--- src/rtl/mem_arbiter.sv ---
// mem_arbiter
//   Shares one byte-wide memory between two masters: port 0 (CPU core) and
//   port 1 (secondary master, video/DMA). At most one access is issued per
//   clock. Read data is returned to the port that issued the read, using a
//   {valid,port} tag pipeline that matches the fixed memory read latency.
//
// Configuration macro:
//   ARB_RR_EN  defined   -> round-robin on conflicts. The port not granted
//                           last wins. The pointer follows every grant.
//              undefined -> fixed priority. Port 0 always wins a conflict.
//
// Parameters: AW address width, DW data width, RD_LAT memory read latency (1..4)
//
// Ports:
//   clock                 system clock, all state on posedge
//   locked                asynchronous active-low reset
//   req/addr/wdata/we{0,1} requester side: level request plus access attributes.
//                         Held stable until ack.
//   ack{0,1}              1-clk pulse in the cycle the access is on the memory bus
//   rvalid{0,1}           1-clk pulse when read data for that port is on din
//   rdata{0,1}            read data (din), forced to 0 while rvalid is low
//   address/dout/we       memory bus, registered
//   din                   memory read data, valid RD_LAT clocks after address
module mem_arbiter #(
    parameter int AW     = 20,
    parameter int DW     = 8,
    parameter int RD_LAT = 2
) (
    input  logic          clock,
    input  logic          locked,
    input  logic          req0,
    input  logic [AW-1:0] addr0,
    input  logic [DW-1:0] wdata0,
    input  logic          we0,
    output logic          ack0,
    output logic          rvalid0,
    output logic [DW-1:0] rdata0,
    input  logic          req1,
    input  logic [AW-1:0] addr1,
    input  logic [DW-1:0] wdata1,
    input  logic          we1,
    output logic          ack1,
    output logic          rvalid1,
    output logic [DW-1:0] rdata1,
    output logic [AW-1:0] address,
    output logic [DW-1:0] dout,
    output logic          we,
    input  logic [DW-1:0] din
);

    logic grant0;
    logic grant1;

`ifdef ARB_RR_EN
    // last_reg holds the port granted most recently.
    // Its reset value of 1 makes port 0 win the first conflict after reset.
    logic last_reg;

    always_comb begin
        grant0 = req0 & (~req1 | last_reg);
        grant1 = req1 & (~req0 | ~last_reg);
    end

    always_ff @(posedge clock or negedge locked) begin
        if (!locked) begin
            last_reg <= 1'b1;
        end else if (grant0 | grant1) begin
            last_reg <= grant1;
        end
    end
`else
    always_comb begin
        grant0 = req0;
        grant1 = req1 & ~req0;
    end
`endif

    // Memory bus and acknowledge registers
    logic [AW-1:0] address_reg, address_next;
    logic [DW-1:0] dout_reg, dout_next;
    logic          we_reg, we_next;
    logic          ack0_reg, ack1_reg;

    // When the bus is idle, address and dout hold their last values.
    // The write strobe is dropped when the bus is idle.
    always_comb begin
        address_next = address_reg;
        dout_next    = dout_reg;
        we_next      = 1'b0;
        if (grant1) begin
            address_next = addr1;
            dout_next    = wdata1;
            we_next      = we1;
        end else if (grant0) begin
            address_next = addr0;
            dout_next    = wdata0;
            we_next      = we0;
        end
    end

    always_ff @(posedge clock or negedge locked) begin
        if (!locked) begin
            address_reg <= '0;
            dout_reg    <= '0;
            we_reg      <= 1'b0;
            ack0_reg    <= 1'b0;
            ack1_reg    <= 1'b0;
        end else begin
            address_reg <= address_next;
            dout_reg    <= dout_next;
            we_reg      <= we_next;
            ack0_reg    <= grant0;
            ack1_reg    <= grant1;
        end
    end

    // Read return tag pipeline.
    // The tag is formed in the cycle the read is on the bus.
    // After RD_LAT stages, the tag lines up with the matching din.
    logic              issue_rd;
    logic [RD_LAT-1:0] tag_valid_reg, tag_valid_next;
    logic [RD_LAT-1:0] tag_port_reg, tag_port_next;

    assign issue_rd = (ack0_reg | ack1_reg) & ~we_reg;

    for (genvar gi = 0; gi < RD_LAT; gi++) begin : g_tag
        if (gi == 0) begin : g_head
            assign tag_valid_next[gi] = issue_rd;
            assign tag_port_next[gi]  = ack1_reg;
        end else begin : g_shift
            assign tag_valid_next[gi] = tag_valid_reg[gi-1];
            assign tag_port_next[gi]  = tag_port_reg[gi-1];
        end
    end

    // A reset drops every read that is still in flight.
    always_ff @(posedge clock or negedge locked) begin
        if (!locked) begin
            tag_valid_reg <= '0;
            tag_port_reg  <= '0;
        end else begin
            tag_valid_reg <= tag_valid_next;
            tag_port_reg  <= tag_port_next;
        end
    end

    assign address = address_reg;
    assign dout    = dout_reg;
    assign we      = we_reg;
    assign ack0    = ack0_reg;
    assign ack1    = ack1_reg;
    assign rvalid0 = tag_valid_reg[RD_LAT-1] & ~tag_port_reg[RD_LAT-1];
    assign rvalid1 = tag_valid_reg[RD_LAT-1] &  tag_port_reg[RD_LAT-1];
    // Read data comes straight from din, with no added latency.
    // It is gated to 0 outside the valid pulse.
    assign rdata0  = rvalid0 ? din : '0;
    assign rdata1  = rvalid1 ? din : '0;

endmodule
--- config.mk ---
export PLATFORM = sky130hd
export DESIGN_NAME = mem_arbiter
export DESIGN_NICKNAME = d
export VERILOG_FILES = /design/src/rtl/mem_arbiter.sv
export SDC_FILE = /design/constraint.sdc
export NUM_CORES = 1
export LEC_CHECK = 0
export CORE_MARGIN = 3
export CORE_UTILIZATION = 34
export CTS_BUF_LIST = sky130_fd_sc_hd__clkbuf_4 sky130_fd_sc_hd__clkbuf_8 sky130_fd_sc_hd__clkbuf_16
export DETAILED_ROUTE_END_ITERATION = 10
export GPL_ROUTABILITY_DRIVEN = 0
export PLACE_DENSITY = 0.8
export SETUP_SLACK_MARGIN = 0.15
export SYNTH_ARGS = -nofsm -noshare
export SYNTH_HDL_FRONTEND = slang
export SYNTH_SLANG_ARGS = --single-unit
--- constraint.sdc ---
create_clock -name clock -period 1.3 [get_ports clock]
set_clock_uncertainty 0.05 [all_clocks]
set_input_delay 0.26 -clock clock [delete_from_list [all_inputs] [get_ports clock]]
set_output_delay 0.26 -clock clock [all_outputs]
set_load 0.02 [all_outputs]
== After elaboration in Yosys (flattened, before gate mapping) ==
Cells that the tools add are included.

* Mux-type cells: 8
* Bitwise gates (word level): 8
* Reductions and logical operators: 1

{| class="wikitable"
|+ Operator list
! kind !! count
|-
| two-way mux 20 bit || 2
|-
| two-way mux 8 bit || 4
|-
| bitwise AND 1 bit || 4
|-
| NOT 1 bit || 3
|-
| two-way mux 1 bit || 2
|-
| nonzero test 2 bit || 1
|-
| OR 1 bit || 1
|}

* Bits in registers: 35
* Input port bits: 70
* Logic and storage cells: 24

== Longest topological paths before layout ==
* Word-level depth: 3
* Mapped depth: 4
* Depth with buffers taken out: 2

== Worst setup path before layout ==
No wires, ideal clock.

* Path type: register to output
* Start point: reg tag_valid_reg[1]
* End point: out rdata0[0]
* Arrival time: 973 ps
* Required time: 990 ps
* Setup slack: 17 ps
* Stages on the path, launching flop included: 4
* Buffers on the path: 1
* Cell sequence: dfrtp_1 -> nor2b_1 -> buf_2 -> and2_1

* Longest elaborated chain between the ends: 2

{| class="wikitable"
|+ Ends and longest elaborated chain
! what !! line !! text
|-
| from (decl) || 121 || <nowiki>logic [RD_LAT-1:0] tag_valid_reg, tag_valid_next;</nowiki>
|-
| from (signal assigned) || 142 || <nowiki>tag_valid_reg <= tag_valid_next;</nowiki>
|-
| bitwise AND 1 bit || 152 || <nowiki>assign rvalid0 = tag_valid_reg[RD_LAT-1] & ~tag_port_reg[RD_LAT-1];</nowiki>
|-
| named net rvalid0 || 36 || <nowiki>output logic rvalid0,</nowiki>
|-
| two-way mux 8 bit || 156 || <nowiki>assign rdata0 = rvalid0 ? din : '0;</nowiki>
|-
| to (decl) || 37 || <nowiki>output logic [DW-1:0] rdata0,</nowiki>
|}

The timed path passes the listed nets, and every way through them passes these cells.

== Worst setup path after layout ==
* Start point: reg tag_valid_reg[1]
* End point: out rdata0[5]

* Longest elaborated chain between the ends: 2

{| class="wikitable"
|+ Ends and longest elaborated chain
! what !! line
|-
| bitwise AND 1 bit || 152
|-
| two-way mux 8 bit || 156
|}

Every way passes these cells.

==> metrics.md <==
| Metric | Value |
|---|---|
| Status | finished with violations |
| Failing checks | setup timing |
| Post-Layout Cell Count | 340 |
| Placed insts | 320 |
| Area Growth Syn to Fin | 90.51% |
| Hold path depth | 1 |
| Buf+Inv Stages, Crit Path | 2 |
| Max IR drop VDD | 0.6980 mV |
| CTS Root Cell | clkbuf_8 |
| Drt pass-1 iters | 4 |
| Max reg flops | 20 |
| Met3 usage | 8.011% |
| Max_slew headroom | 89.44% |
| Antenna Violating Nets Remaining | 0 |
| Delay-heaviest family, CP | flip-flops |
| Worst hold start | req0 |
| Power Total | 0.002903 W |
| R2R Path End | dout[0] |
| Sequential area share after synthesis | 54.47% |
| Grt met2 use | 27.80% |
| CTS H-tree lvls | 2 |
| Startpoint Class | register |
| Longest Clk Path Bufs | 2 |
| Routed WL per cell | 14.21 um |
| Die X | 74.77 um |
| Leak | 1.511 nW |
| Core Box Area | 0.004474 sq mm |
| Worst-margin pin slew | 0.1541 ns |
| GRT overflow | 0 |
| Cell depth of the worst flop-to-flop path | 3 |
| Share of post-route cells with drive strength above 1 | 30.90% |
| Fillers | 360 |
| Reg2reg start | dout[0] |
| Detailed-placement wirelength estimate | 3.462 mm |
| Largest net degree at the start of global routing | 47 |
| Via-per-instance ratio | 4.656 |
| CP max-delay cell | dfrtp_1 |
| Post-route setup slack | -0.2065 ns |
| Cells after Synth | 151 |
| Vert. Die Dim | 74.77 um |
| WP depth | 4 |
| Critical path class | register to output port |
| Final worst-path cycle share | 115.9% |
| Max Fclk | 0.6638 GHz |
| Full die area | 0.005590 sq mm |
| Synth Cell Area | 0.001608 sq mm |
| WP data required | 0.99 ns |
| Rows | 24 |
| Initial Util | 35.93% |
| Diodes inserted | 0 |
| P per Cell Area | 947.9 mW/mm^2 |
| #FFs+latches synth | 35 |
| Setup Viol. Count Final | 18 |
| Worst Hold Path EP | ack0 |
| Maxcap violations | 0 |
| Clock slew at the register clock pins of the worst setup and hold paths | 0.06 ns |
| Count of pins over their slew limit | 0 |
| Antenna violations before repair | 0 |
| Crit path DAT | 1.20 ns |
| Total number of vias | 1583 |
| CTS Buf Count | 5 |
| Busiest grt layer | met2 |
| DR DRC count | 0 |
| HP Class | primary input to register |
| Clock sinks | 35 |
| Pre-CTS setup slack | -0.5181 ns |
| Unrepaired setup endpoints after global routing | true |
| Wirelength, routed | 4.832 mm |
| Port buffer count | 118 |
| Fin util | 68.46% |
| R2R Setup Slk | 0.37 ns |
| Commonest non-fill, non-tap cell in the layout | clkdlybuf4s50_1 |
| CTS tree | built |
| GRT met1 Usage | 18.23% |
| Clk_lat worst skew | 0.28 ns |
| All-Layer GR Usage | 16.54% |
| CP endpoint kind | output port |
| Netlist cell types | 14 |
| Hold Fails Final Rpt | 0 |
| Synthesized net count | 221 |
| First-pass GRT wire length | 6.865 mm |
| Vias in the first global route | 1503 |
| Io pins | 119 |
| Post-synthesis area per instance | 10.65 sq um |
| Synthesis Warnings | 0 |
| Most frequent cells in the layout | clkdlybuf4s50_1 (66), dfrtp_1 (35), buf_6 (35) |
| CP cell instances | nor2b_4, buf_4, and2_4, buf_6 |
| First DRT Iteration DRCs | 45 |
| Layout net count | 359 |
| Worst-path maximum fanout | 4 |
| Slowest stage delay, CP | 0.37 ns |
| Min Tclk post-route | 1.507 ns |
[metal layers]
| metal | part of all wire, % | vias up |
|---|---|---|
| met5 | 0 | - |
| met1 | 37 | 701 |
| li1 | - | 788 |
| met3 | 13 | 6 |
| met2 | 48 | 88 |
| met4 | 1.3 | 0 |
[kinds of logic (layout without fill, tap and decap cells)]
logic type      after synthesis  in the layout  share of synthesized area [%]
mux                          28             28                          17.43
buf+inv                      10            147                          4.436
compound gates               29             29                          9.261
simple gates                 49             49                          14.40
flops                        35             35                          54.47
[power breakdown]
group / leakage [nW] / switching, W / internal [W]
logic: 1.05 / 0.000386 / 0.000541
clock network: 0.0406 / 0.000350 / 0.000378
registers: 0.425 / 0.0000647 / 0.00118
total: 1.51 / 0.000801 / 0.00210
[what timing repair did]
item / CTS / global route
gates resized for setup: 226 / 46
gates cloned: 1 / 0
buffers inserted: 2 / 10
endpoints found under the setup margin: 49 / 45
hold buffers: 1 / 0
endpoints found under the hold margin: 35 / 0
pin swaps: 0 / 1
[synthesized netlist by cell type]
| cell type | instances | share of area, % |
|---|---|---|
| dfrtp_1 | 35 | 54 |
| mux2i_1 | 28 | 17 |
| nand2_1 | 28 | 6.5 |
| o21ai_1 | 28 | 8.7 |
| and2_1 | 9 | 3.5 |
| and3_1 | 8 | 3.1 |
| buf_2 | 5 | 1.6 |
| clkbuf_1 | 2 | 0.47 |
| nor2_1 | 2 | 0.47 |
| nor2b_1 | 2 | 0.78 |
| a22o_1 | 1 | 0.54 |
| buf_12 | 1 | 1.2 |
| buf_4 | 1 | 0.47 |
| buf_6 | 1 | 0.70 |
[area by class of cell]
class                           instances  area (sq um)  share of cell area, %
Timing Repair Buffer                  141          1358                  44.32
Sequential cell                        35         875.8                  28.59
Multi-Input combinational cell        106         688.2                  22.47
Clock buffer                            6         76.32                  2.492
Tap cell                               52         65.06                  2.124
[metrics by stage]
step / hold WS (ns) / area [sq um] / TNS, ns
floorplan: -0.08559 / 1630 / 0
global placement: 0.1850 / 2893 / -8.050
detailed placement: 0.1862 / 2893 / -8.178
CTS: 0.1320 / 2844 / -3.273
global route: 0.1293 / 3063 / -4.070
finish: 0.1419 / 3063 / -3.148
[worst max path at each step]
stage | slack (ns) | end | from
after floorplan | 0.10 | rdata0[0] | tag_valid_reg[1]
after global placement | -0.49 | rdata1[0] | din[0]
after detailed placement | -0.52 | rdata1[0] | din[0]
after CTS | -0.24 | rdata0[0] | tag_port_reg[1]
after global routing | -0.26 | rdata0[5] | tag_valid_reg[1]
final | -0.21 | rdata0[5] | tag_valid_reg[1]
Note: power is estimated with default switching activity, not from simulation.
==> patch 1, RTL diff (config.mk and constraints unchanged) <==
Set the parameter `RD_LAT` to 1 (it was 2).
--- a/src/rtl/mem_arbiter.sv
+++ b/src/rtl/mem_arbiter.sv
@@ -25,5 +25,5 @@
     parameter int AW     = 20,
     parameter int DW     = 8,
-    parameter int RD_LAT = 2
+    parameter int RD_LAT = 1
 ) (
     input  logic          clock,
Behaviour: not the same (a bounded check fails within 4 cycles, from zero or initial values).
==> patch 1 against the original RTL <==
  * The run still ends with negative setup slack left
  * Synthesized area fell by 3.1%
  * Wire length rose by 3.7%
  * Total power rose by 2.0%
  * Sequential cell count fell by 2
  * Final area rose by 0.45%
  * Maximum frequency rose by 1.6%
  * Sequential share of layout area fell by 1.8 points
  * Worst setup slack improved by 0.024 ns
  * Critical path type unchanged
==> patch 1: results <==
{
  "fin_cells": 342,
  "yosysUniqueCellTypes": 14,
  "grt_pass1_vias": 1516,
  "dr.pass1.iters": 4,
  "syn_area_per_cell_sq_um": 10.45,
  "ys.flop_type": "dfrtp_1",
  "vias": 1625,
  "ys_top_cells_by_count": "dfrtp_1, mux2i_1, nand2_1, o21ai_1, and2_1",
  "post_cts_resized": 224,
  "setup_viol": 18,
  "nNetsFinal": 361,
  "placed_area_sq_um": 2860,
  "largest_reg_flops": 20,
  "ys_top_cells_by_area": "dfrtp_1, mux2i_1, o21ai_1",
  "vdd_drop_max_v": 0.0005473,
  "antennaDiodeCount": 0,
  "layout_setup_ws_ns": -0.1829,
  "hpwl_mm": 3.752,
  "leakagePower_nw": 1.522,
  "synth_most_common_cell": "dfrtp_1",
  "slowest_stage": "dfrtp_1",
  "grt_usage_pct": 17.77,
  "fill_cells": 319,
  "status": "finished, violations left",
  "violations": "negative setup slack",
  "clk_pin_slew_ns": 0.07,
  "portBuffers": 118,
  "antenna_found_initial": 0,
  "cp_top_family": "flip-flops",
  "tns_ns": -3.074,
  "cts_root_buf": "clkbuf_8",
  "placed_cells": 318,
  "grt_start_max_net_pins": 32,
  "h-tree-depth": 2,
  "cts_made_buffers": 5,
  "yosys_warnings": 0,
  "synth_edf_count": 0,
  "post-cts-setup-buffers": 3,
  "synthArstFlopShare_pct": 100.0,
  "relSlewSlack_pct": 83.76,
  "critPathArrivalTime_ns": 1.17,
  "max_stage_delay_ns": 0.40,
  "seq_area_frac_synth_pct": 53.01,
  "place_ws_ns": -0.5314,
  "layout-drive-gt1-share_pct": 32.53,
  "cp_max_fo": 5,
  "wirelength_mm": 5.011,
  "hold_class": "in -> async",
  "syn-num-nets": 219,
  "grt_pass1_wl_mm": 7.424,
  "drt_iter0_drc": 61
}
patch 1: changes by cell type after synthesis, sizes merged:
cell,change
dfrtp,-2
patch 1: logic make-up (layout without fill, tap and decap cells):
logic type	Yosys count	after routing	synth area share, %
muxes	28	28	17.99
buffers and inverters	10	153	4.578
and+or+nand+nor	49	49	14.86
AOI/OAI and AO/OA	29	29	9.558
DFF	33	33	53.01
patch 1: final timing paths:
check                                           to                    start  slack (ns)
setup reg to reg           address[16]$_DFFE_PN0P_  address[16]$_DFFE_PN0P_        0.34
min in group clock                  ack1$_DFF_PN0_                     req0        0.18
setup / recovery                         rdata0[5]   tag_port_reg$_DFF_PN0_       -0.18
max in group asynchronous   tag_port_reg$_DFF_PN0_                   locked        0.64
hold / removal              address[0]$_DFFE_PN0P_                   locked        0.15
hold reg to reg            tag_valid_reg$_DFF_PN0_             we$_DFF_PN0_        0.40
patch 1: cell type report:
cell class | instances | share of cell area (%)
timing repair buffer | 145 | 45.47
multi-input combinational | 106 | 22.37
sequential | 33 | 26.84
tap | 50 | 2.033
clock buffer | 7 | 3.131
clock inverter | 1 | 0.1627
patch 1: power by group:
group | total [mW] | internal [mW] | leakage (nW) | switching, mW
clock | 0.825 | 0.478 | 0.0542 | 0.347
sequential | 1.18 | 1.12 | 0.400 | 0.0634
combinational | 0.954 | 0.562 | 1.07 | 0.392
patch 1: per-layer routing:
layer | wire, um | vias to the layer above | global-route usage (%)
met5 | 0 | - | 0
met4 | 53 | 0 | 2.414
met3 | 556 | 7 | 6.566
met2 | 2452 | 92 | 31.00
met1 | 1949 | 736 | 21.33
li1 | - | 790 | -
patch 1: worst reg2reg max path, stage by stage, from the launching register on:
cell	delay (ns)
dfrtp_1	0.39
buf_4	0.14
mux2i_1	0.18
o21ai_1	0.08
==> patch 2, RTL diff (same settings) <==
Without the edit above. `address_reg` and `dout_reg` no longer have a reset.
--- a/src/rtl/mem_arbiter.sv
+++ b/src/rtl/mem_arbiter.sv
@@ -101,16 +101,17 @@
     always_ff @(posedge clock or negedge locked) begin
         if (!locked) begin
-            address_reg <= '0;
-            dout_reg    <= '0;
             we_reg      <= 1'b0;
             ack0_reg    <= 1'b0;
             ack1_reg    <= 1'b0;
         end else begin
-            address_reg <= address_next;
-            dout_reg    <= dout_next;
             we_reg      <= we_next;
             ack0_reg    <= grant0;
             ack1_reg    <= grant1;
         end
+    end
+
+    always_ff @(posedge clock) begin
+        address_reg <= address_next;
+        dout_reg    <= dout_next;
     end
 
Check against the original RTL: not equivalent (a bounded check fails within 4 cycles, from zero or initial values; the reset may be asserted at any time).
==> patch 2 against the original RTL <==
  * The run still ends with negative setup slack left
  * Wire length is 5.1% lower
  * Sequential cell count stayed put
  * Synthesized cell count is 34% lower
  * Total power is 14% higher
  * Count of clock-buffer cells in the layout is 1 higher
  * Final area is 7.6% higher
  * Global-route usage is 0.58 points higher
  * Final cell count is 13% lower
  * Sequential power is 11% higher
  * Synthesized area is 2.2% lower
  * Worst setup slack better by 0.0045 ns
  * Critical path type unchanged
==> patch 2: results <==
{
  "clkbuf_count": 7,
  "num-multi-input-gates": 59,
  "syn-num-nets": 170,
  "multi_input_area_share_pct": 17.92,
  "ys_top_cells_by_count": "edfxtp_1, mux2_2, nor2_1, mux2_4",
  "setup.worst_path.end": "rvalid0",
  "vdd_drop_max_v": 0.0007933,
  "r2r-start": "ack1$_DFF_PN0_",
  "bufAreaShareNonClock_pct": 45.60,
  "setup_viol": 18,
  "powerDensity_nw_per_um2": 1002,
  "design_power_total_mw": 3.303,
  "startpoint": "tag_port_reg[1]$_DFF_PN0_",
  "cp_max_fo": 8,
  "r2r_slack_ns": 0.44,
  "vias_per_cell": 4.569,
  "place_ws_ns": -0.5588,
  "n_all_inverters": 1,
  "syn_inst": 100,
  "placed_cells": 277,
  "synthArstFlopShare_pct": 20.00,
  "violations": "negative setup slack",
  "final-seq-area_sq_um": 1017,
  "synth_edf_count": 28,
  "grt_pass1_wl_mm": 6.768,
  "fill_cells": 274,
  "grt_usage_pct": 17.12,
  "seq_cells": 35,
  "wl_per_cell_um": 15.55,
  "relSlewSlack_pct": 80.93,
  "status": "finished, violations left",
  "grt_start_max_net_pins": 23,
  "max_stage_delay_ns": 0.43,
  "slowest_stage": "dfrtp_2",
  "layout-drive-gt1-share_pct": 51.44,
  "signal_buffers": 140,
  "clkCellAreaFrac_pct": 3.531,
  "yosysUniqueCellTypes": 17,
  "ys_top_cells_by_area": "edfxtp_1, mux2_2, dfrtp_1",
  "drt_iter0_drc": 32,
  "layout_setup_ws_ns": -0.2020,
  "hpwl_mm": 3.422,
  "fin_crit_ns": 1.502,
  "r2r-end": "tag_valid_reg[0]$_DFF_PN0_",
  "whs_ns": 0.1706
}
-- patch 2: changes by cell type in the layout (fill, tap and decap cells not counted), sizes merged, moves of 8 or more --
cell	unedited run	this run
mux2i	28	0
mux2	0	28
nor2	2	10
and2	9	1
dfrtp	35	7
nand2	28	8
o21ai	28	0
edfxtp	0	28
-- patch 2: repair_timing --
item / CTS / global route
pin swaps: 8 / 1
resized for setup: 270 / 36
gates cloned: 1 / 0
hold buffers: 0 / 0
setup buffers: 9 / 0
setup endpoints to repair: 106 / 61
-- patch 2: cell families (layout without fill, tap and decap cells) --
family,Yosys count,count (layout),share of synthesized area [%]
AOI/OAI and AO/OA,1,1,0.5570
muxes,28,28,22.20
buffers and inverters,6,149,3.102
and+or+nand+nor,30,30,9.548
DFF,35,35,64.60
-- patch 2: layer usage --
layer	GRT usage [%]	part of all wire, %	vias up
met5	0	0	-
met4	5.433	0.81	0
met3	8.378	12	4
met2	29.72	53	78
met1	18.26	34	617
li1	-	-	649
